### src/rtl/pmem_arbiter.sv
// rtl/pmem_arbiter.sv - Arbitrates the physical-memory port between I-cache and D-cache.
// One whole-line transaction at a time; registered strobes/address/wdata, combinational response routing.
module pmem_arbiter #(
    parameter int ADDR_WIDTH = 16,
    parameter int LINE_WIDTH = 128
) (
    input  logic                  clk,
    input  logic                  reset,
    input  logic                  i_pmem_read,
    input  logic [ADDR_WIDTH-1:0] i_pmem_address,
    output logic [LINE_WIDTH-1:0] i_pmem_rdata,
    output logic                  i_pmem_resp,
    input  logic                  d_pmem_read,
    input  logic                  d_pmem_write,
    input  logic [ADDR_WIDTH-1:0] d_pmem_address,
    input  logic [LINE_WIDTH-1:0] d_pmem_wdata,
    output logic [LINE_WIDTH-1:0] d_pmem_rdata,
    output logic                  d_pmem_resp,
    output logic                  pmem_read,
    output logic                  pmem_write,
    output logic [ADDR_WIDTH-1:0] pmem_address,
    output logic [LINE_WIDTH-1:0] pmem_wdata,
    input  logic [LINE_WIDTH-1:0] pmem_rdata,
    input  logic                  pmem_resp
);

    typedef enum logic [1:0] {
        IDLE,
        SERVE_I,
        SERVE_D
    } state_t;

    state_t                  state_q, state_d;
    logic                    last_grant_q, last_grant_d;
    logic                    pmem_read_q, pmem_read_d;
    logic                    pmem_write_q, pmem_write_d;
    logic [ADDR_WIDTH-1:0]   pmem_address_q, pmem_address_d;
    logic [LINE_WIDTH-1:0]   pmem_wdata_q, pmem_wdata_d;

    logic i_req;
    logic d_req;
    logic grant_d;
    logic grant_i;

    assign i_req   = i_pmem_read;
    assign d_req   = d_pmem_read | d_pmem_write;
    // On a tie the side not granted last time wins.
    assign grant_d = d_req & (~i_req | ~last_grant_q);
    assign grant_i = i_req & ~grant_d;

    always_comb begin
        state_d        = state_q;
        last_grant_d   = last_grant_q;
        pmem_read_d    = pmem_read_q;
        pmem_write_d   = pmem_write_q;
        pmem_address_d = pmem_address_q;
        pmem_wdata_d   = pmem_wdata_q;
        case (state_q)
            IDLE: begin
                if (grant_d) begin
                    state_d        = SERVE_D;
                    last_grant_d   = 1'b1;
                    pmem_address_d = d_pmem_address;
                    pmem_wdata_d   = d_pmem_wdata;
                    // A write wins over a simultaneous (illegal) read.
                    pmem_write_d   = d_pmem_write;
                    pmem_read_d    = ~d_pmem_write;
                end else if (grant_i) begin
                    state_d        = SERVE_I;
                    last_grant_d   = 1'b0;
                    pmem_address_d = i_pmem_address;
                    pmem_read_d    = 1'b1;
                    pmem_write_d   = 1'b0;
                end
            end
            SERVE_I, SERVE_D: begin
                if (pmem_resp) begin
                    state_d      = IDLE;
                    pmem_read_d  = 1'b0;
                    pmem_write_d = 1'b0;
                end
            end
            default: begin
                state_d      = IDLE;
                pmem_read_d  = 1'b0;
                pmem_write_d = 1'b0;
            end
        endcase
    end

    always_ff @(posedge clk) begin
        if (reset) begin
            state_q        <= IDLE;
            last_grant_q   <= 1'b0;
            pmem_read_q    <= 1'b0;
            pmem_write_q   <= 1'b0;
            pmem_address_q <= '0;
            pmem_wdata_q   <= '0;
        end else begin
            state_q        <= state_d;
            last_grant_q   <= last_grant_d;
            pmem_read_q    <= pmem_read_d;
            pmem_write_q   <= pmem_write_d;
            pmem_address_q <= pmem_address_d;
            pmem_wdata_q   <= pmem_wdata_d;
        end
    end

    assign pmem_read    = pmem_read_q;
    assign pmem_write   = pmem_write_q;
    assign pmem_address = pmem_address_q;
    assign pmem_wdata   = pmem_wdata_q;

    // A response arriving while reset is applied is dropped.
    assign i_pmem_resp  = (state_q == SERVE_I) & pmem_resp & ~reset;
    assign d_pmem_resp  = (state_q == SERVE_D) & pmem_resp & ~reset;
    assign i_pmem_rdata = pmem_rdata;
    assign d_pmem_rdata = pmem_rdata;

endmodule

### config.mk
export PLATFORM = sky130hd
export DESIGN_NAME = pmem_arbiter
export DESIGN_NICKNAME = d
export VERILOG_FILES = /design/src/rtl/pmem_arbiter.sv
export SDC_FILE = /design/constraint.sdc
export NUM_CORES = 1
export LEC_CHECK = 0
export ABC_AREA = 1
export CAP_MARGIN = 10
export CORE_AREA = 2 2 271 273
export CTS_CLUSTER_SIZE = 40
export DETAILED_ROUTE_END_ITERATION = 8
export DIE_AREA = 0 0 273 275
export GPL_TIMING_DRIVEN = 0
export HOLD_SLACK_MARGIN = 0.03
export PLACE_DENSITY = 0.47
export SLEW_MARGIN = 20
export SYNTH_ARGS = -nofsm -noshare
export SYNTH_HDL_FRONTEND = slang
export SYNTH_SLANG_ARGS = --single-unit
### constraint.sdc
create_clock -name clk -period 1.77 [get_ports clk]
set_input_delay 0.354 -clock clk [delete_from_list [all_inputs] [get_ports clk]]
set_output_delay 0.354 -clock clk [all_outputs]
set_load 0.01 [all_outputs]
### Yosys cells after proc, flatten, opt, wreduce, memory -nomap -nowiden

Cells that the tools add are included.
W data, S select, Z words.

* bits of input ports: 294
* logic and storage cells: 43
* register bits after elaboration: 149
* output and inout bits: 404

* reduce and logical (&&, ||, !) cells: 6
* eq/ne operators: 4
* multiplexer cells: 14
* bitwise gates (word level): 13

Operators by type and width (number)
* $mux W16: 2
* $and A1 B1 Y1: 6
* $mux W1: 6
* $mux W2: 3
* $reduce_and A2 Y1: 3
* $not A1 Y1: 5
* $pmux W1 S2: 2
* $pmux W2 S2: 1
* $ne A3 B3 Y1 const B: 1
* $eq A2 B1 Y1 const B: 1
* $eq A2 B2 Y1 const B: 1
* $logic_not A2 Y1: 1
* $ne A2 B2 Y1 const B: 1
* $or A1 B1 Y1: 2
* $reduce_bool A2 Y1: 1
* $reduce_or A2 Y1: 1

### Logic depth before layout (Yosys ltp)

* depth after elaboration: 8
* depth in mapped cells: 9

### Worst setup path before layout

Ideal clock, no wire load.

* kind: register to register
* start: reg state_q[0]
* end: reg pmem_address_q[10] (netlist: pmem_address[10])
* buffers on the path: 2
* arrival: 1.200 ns
* setup slack: 0.455 ns
* clock period less this slack: 1.315 ns
* stages on the path, launching flop included: 9
* setup time: 0.116 ns
* path through: dfxtp_1 inv_1 ha_1 buf_2 nand2_1 inv_1 clkbuf_1 o21ai_0 nor2_1

* word-level cells in the longest chain between the ends: 2

RTL lines
* from (decl): RTL line 33 `state_t state_q, state_d;`
* from (signal assigned): RTL line 100 `state_q <= state_d;`
* $logic_not A2 Y1: RTL line 58 `case (state_q)`
* $reduce_and A2 Y1 (no source line)
* to (signal assigned): RTL line 104 `pmem_address_q <= pmem_address_d;`
* to (decl): RTL line 37 `logic [ADDR_WIDTH-1:0] pmem_address_q, pmem_address_d;`

Every way passes these cells.
A chain may end at the register's enable or synchronous reset.

### Worst setup path after layout

* start: reg pmem_wdata_q[106] (netlist: pmem_wdata[106])
* end: out pmem_wdata[106]

RTL lines
* from (decl): RTL line 38 `logic [LINE_WIDTH-1:0] pmem_wdata_q, pmem_wdata_d;`
* from (signal assigned): RTL line 105 `pmem_wdata_q <= pmem_wdata_d;`
* to (decl): RTL line 22 `output logic [LINE_WIDTH-1:0] pmem_wdata,`

No word-level cell between the ends.

==> results.md <==
* Leading area contributor after synthesis: dfxtp_1
* Crit start category: flop
* Synth top area cells: dfxtp_1 (39%), buf_4 (27%), a21oi_1 (8.7%)
* Layout area overhead at 97.0%
* Maximum vdd ir drop at approximately 0.9 mV
* Initial Util at 0.106
* Placed insts at between 2,000 and 3,000
* Ys Warns at 0
* Placer Congestion at between 0.8 and 0.9
* Worst path max stage delay at around 0.56 ns
* # IOs at ~700
* Adder-cell share of the synthesized area at 0.00490
* Mapped Cells at 1,007
* Sum of negative setup slack at 0 ns
* Unique masters post-synth at 18
* Final setup skew at ~0.014 ns
* Worst R2R Start: state_q[0]
* TritonCTS buffer count at 17
* Die Footprint at 0.0751 mm²
* CP Buf/Inv Count at 1
* Fmax at just under 600 MHz
* Final slew viol count at 0
* Net count, final at between 1,500 and 2,000
* Fraction of layout cells with a size suffix above 1 at 0.214
* Post-synthesis xor/xnor area fraction at 0
* Worst endpoint data arrival time at roughly 1.4 ns
* Post-synthesis sequential area ratio at 0.389
* Initial DRC Count at 270
* Hold slack at 0.369 ns
* Final Hold Viols at 0
* # port buffers at 568
* R2R Setup Slk at 0.19 ns
* Post-synth top cells: buf_4 (271), nand2_1 (173), dfxtp_1 (149)
* Slew headroom at 0.579
* Post-Syn Nets at approximately 1,300
* Vias after detailed routing at 8,560
* HP Class: primary input to flop
* Worst reg2reg path depth at 8
* Clock sinks at 149
* Post-route cell area at 0.0151 mm²
* Top delay family on crit path: buffers and inverters
* Status: completed
* First-pass GRT wire length at between 50,000 and 60,000 µm
* CP Class: flop to output port
* Via density at 3.33
* Required time of the critical path at between 1 and 1.5 ns
* Register area at 0.00299 mm²
* Slew @ Worst Pin at about 0.63 ns
* Hold-critical path endpoint: pmem_wdata[109]
* Vias in the first global route at between 8,000 and 9,000
* Clk root buf: clkbuf_16
* Clock Tree Buf Depth at 2
* Initial antenna violation count at 20
* Chip Width at about 270 µm
* Static Leakage at about 6.7 nW
* Syn avg cell area at around 7.6 µm²
* Setup-failing EPs final at 0
* HP Start: reset
* Area after DPL at roughly 0.015 mm²
* Final period util at 0.968
* Non-filler instance count after layout at around 2,600
* CTS tree: done
* Max_cap viols at 0
* Crit path max fanout at 2
* DRC Markers at 0
* Crit path time final at between 1.5 and 2 ns
* H-tree lvl count at 4
* Netlist Area Pre-Place at ~0.0077 mm²
* Pin count of the biggest net entering global routing at 20
* Mux cell area share after synthesis at 0
* FF-to-FF End: pmem_wdata[29]
* Crit path from: pmem_wdata[106]
* Clock latency on the worst-skew pair at 0.48 ns
* Total gr overflow at 0
* Standard-cell rows at 99
* Top-count cell post-synth: buf_4
* Total wire length at between 40,000 and 50,000 µm
* Main combinational cell family by area after synthesis: buffers and inverters
* Total iterations of the first detailed-routing run at 4
* FF+latch count, synth at ~150
* Post-synthesis simple-gate area fraction at 0.200
* Crit-path cells: clkdlybuf4s50_1
* Post-synth EDFFs at 0
* Fillers at between 8,000 and 9,000
* HPWL after DPL at 36,900 µm
* Yosys top cell area share at 0.389
* Power Density at roughly 790 mW/mm²
* Area of the multi-input gates at between 0.002 and 0.0025 mm²
* Top FF cell, synth: dfxtp_1
* Clock slew at reported path FFs at 0.07 ns
* Post-route ant nets at 0
* Critical path capture point type: output port
* Crit-path slowest cell: clkdlybuf4s50_1
* Placeable Area at 0.0723 mm²
* Die height at between 200 and 300 µm
* Synth Area in Compound Gates at 0.0980
* RSZ-0062 raised after global routing: no
* Average wire per standard cell at 16.9 µm
* Ys async rst share at 0
* Hold depth at 2
* Gr usage total at 0.109
==> cell type report <==
cell class,count,share of cell area
well taps,959,0.0795
clock buffers,17,0.0282
clock inverters,15,0.0138
inverters,24,0.00597
diodes,7,0.00116
repair buffers,568,0.367
multi-input cells,513,0.154
plain buffers,320,0.153
flip-flops and latches,149,0.198
==> power breakdown <==
group | leakage, nW | internal [mW] | switching (mW)
Combinational | 5.14 | 2.08 | 1.93
Sequential | 1.23 | 3.74 | 0.189
Clock | 0.304 | 2.28 | 1.77
==> per-stage QoR <==
step                      setup slack, ns  utilization  power (mW)
final                              0.0573        0.209        12.0
after floorplan                     0.455            -        5.89
after global placement             -0.465        0.201        8.27
after detailed placement           -0.452        0.201        8.29
after global routing             0.000215        0.208        12.7
after CTS                        0.000454        0.208        12.3
==> kinds of logic (layout without fill, tap and decap cells) <==
logic type | Yosys count | count (layout)
compound gates | 150 | 150
fa+ha+maj | 3 | 3
buf+inv | 345 | 944
flops | 149 | 149
other cells | 0 | 7
simple gates | 360 | 360
==> flip-flops by register name, indices dropped and copies added (netlist names) <==
signal        count
pmem_wdata      128
pmem_address     16
state_q           2
last_grant_q      1
pmem_read         1
pmem_write        1
==> layer usage <==
metal	share of wire	track usage	vias to the layer above
li1	-	-	4188
met1	0.36	0.110	3894
met2	0.51	0.196	411
met3	0.11	0.0574	55
met4	0.018	0.0296	12
met5	0.0017	0	-
==> how the worst max path moves through the flow <==
stage               slack, ns  cells after the start                to
finish                   0.06                      1   pmem_wdata[106]
global route           0.0002                      1    pmem_wdata[56]
CTS                    0.0005                      1   pmem_wdata[123]
detailed placement      -0.45                      8    pmem_wdata[93]
global placement        -0.47                      8    pmem_wdata[93]
floorplan                0.45                      8  pmem_address[10]
==> placed cells by master, fill, tap and decap left out, drive strengths merged, types with 7 or more instances in the layout <==
cell type,n
a21oi,133
buf,303
clkbuf,36
clkdlybuf4s50,439
dfxtp,149
diode,7
dlygate4sd2,120
dlymetal6s2s,7
inv,32
nand2,174
nand3,130
nor2,53
o21ai,17
==> what timing repair did <==
item,CTS,global route
buffers inserted,0,0
hold buffers,0,0
gates resized for setup,140,14
endpoints found under the setup margin,267,43
Note: power is estimated with default switching activity, not from simulation.
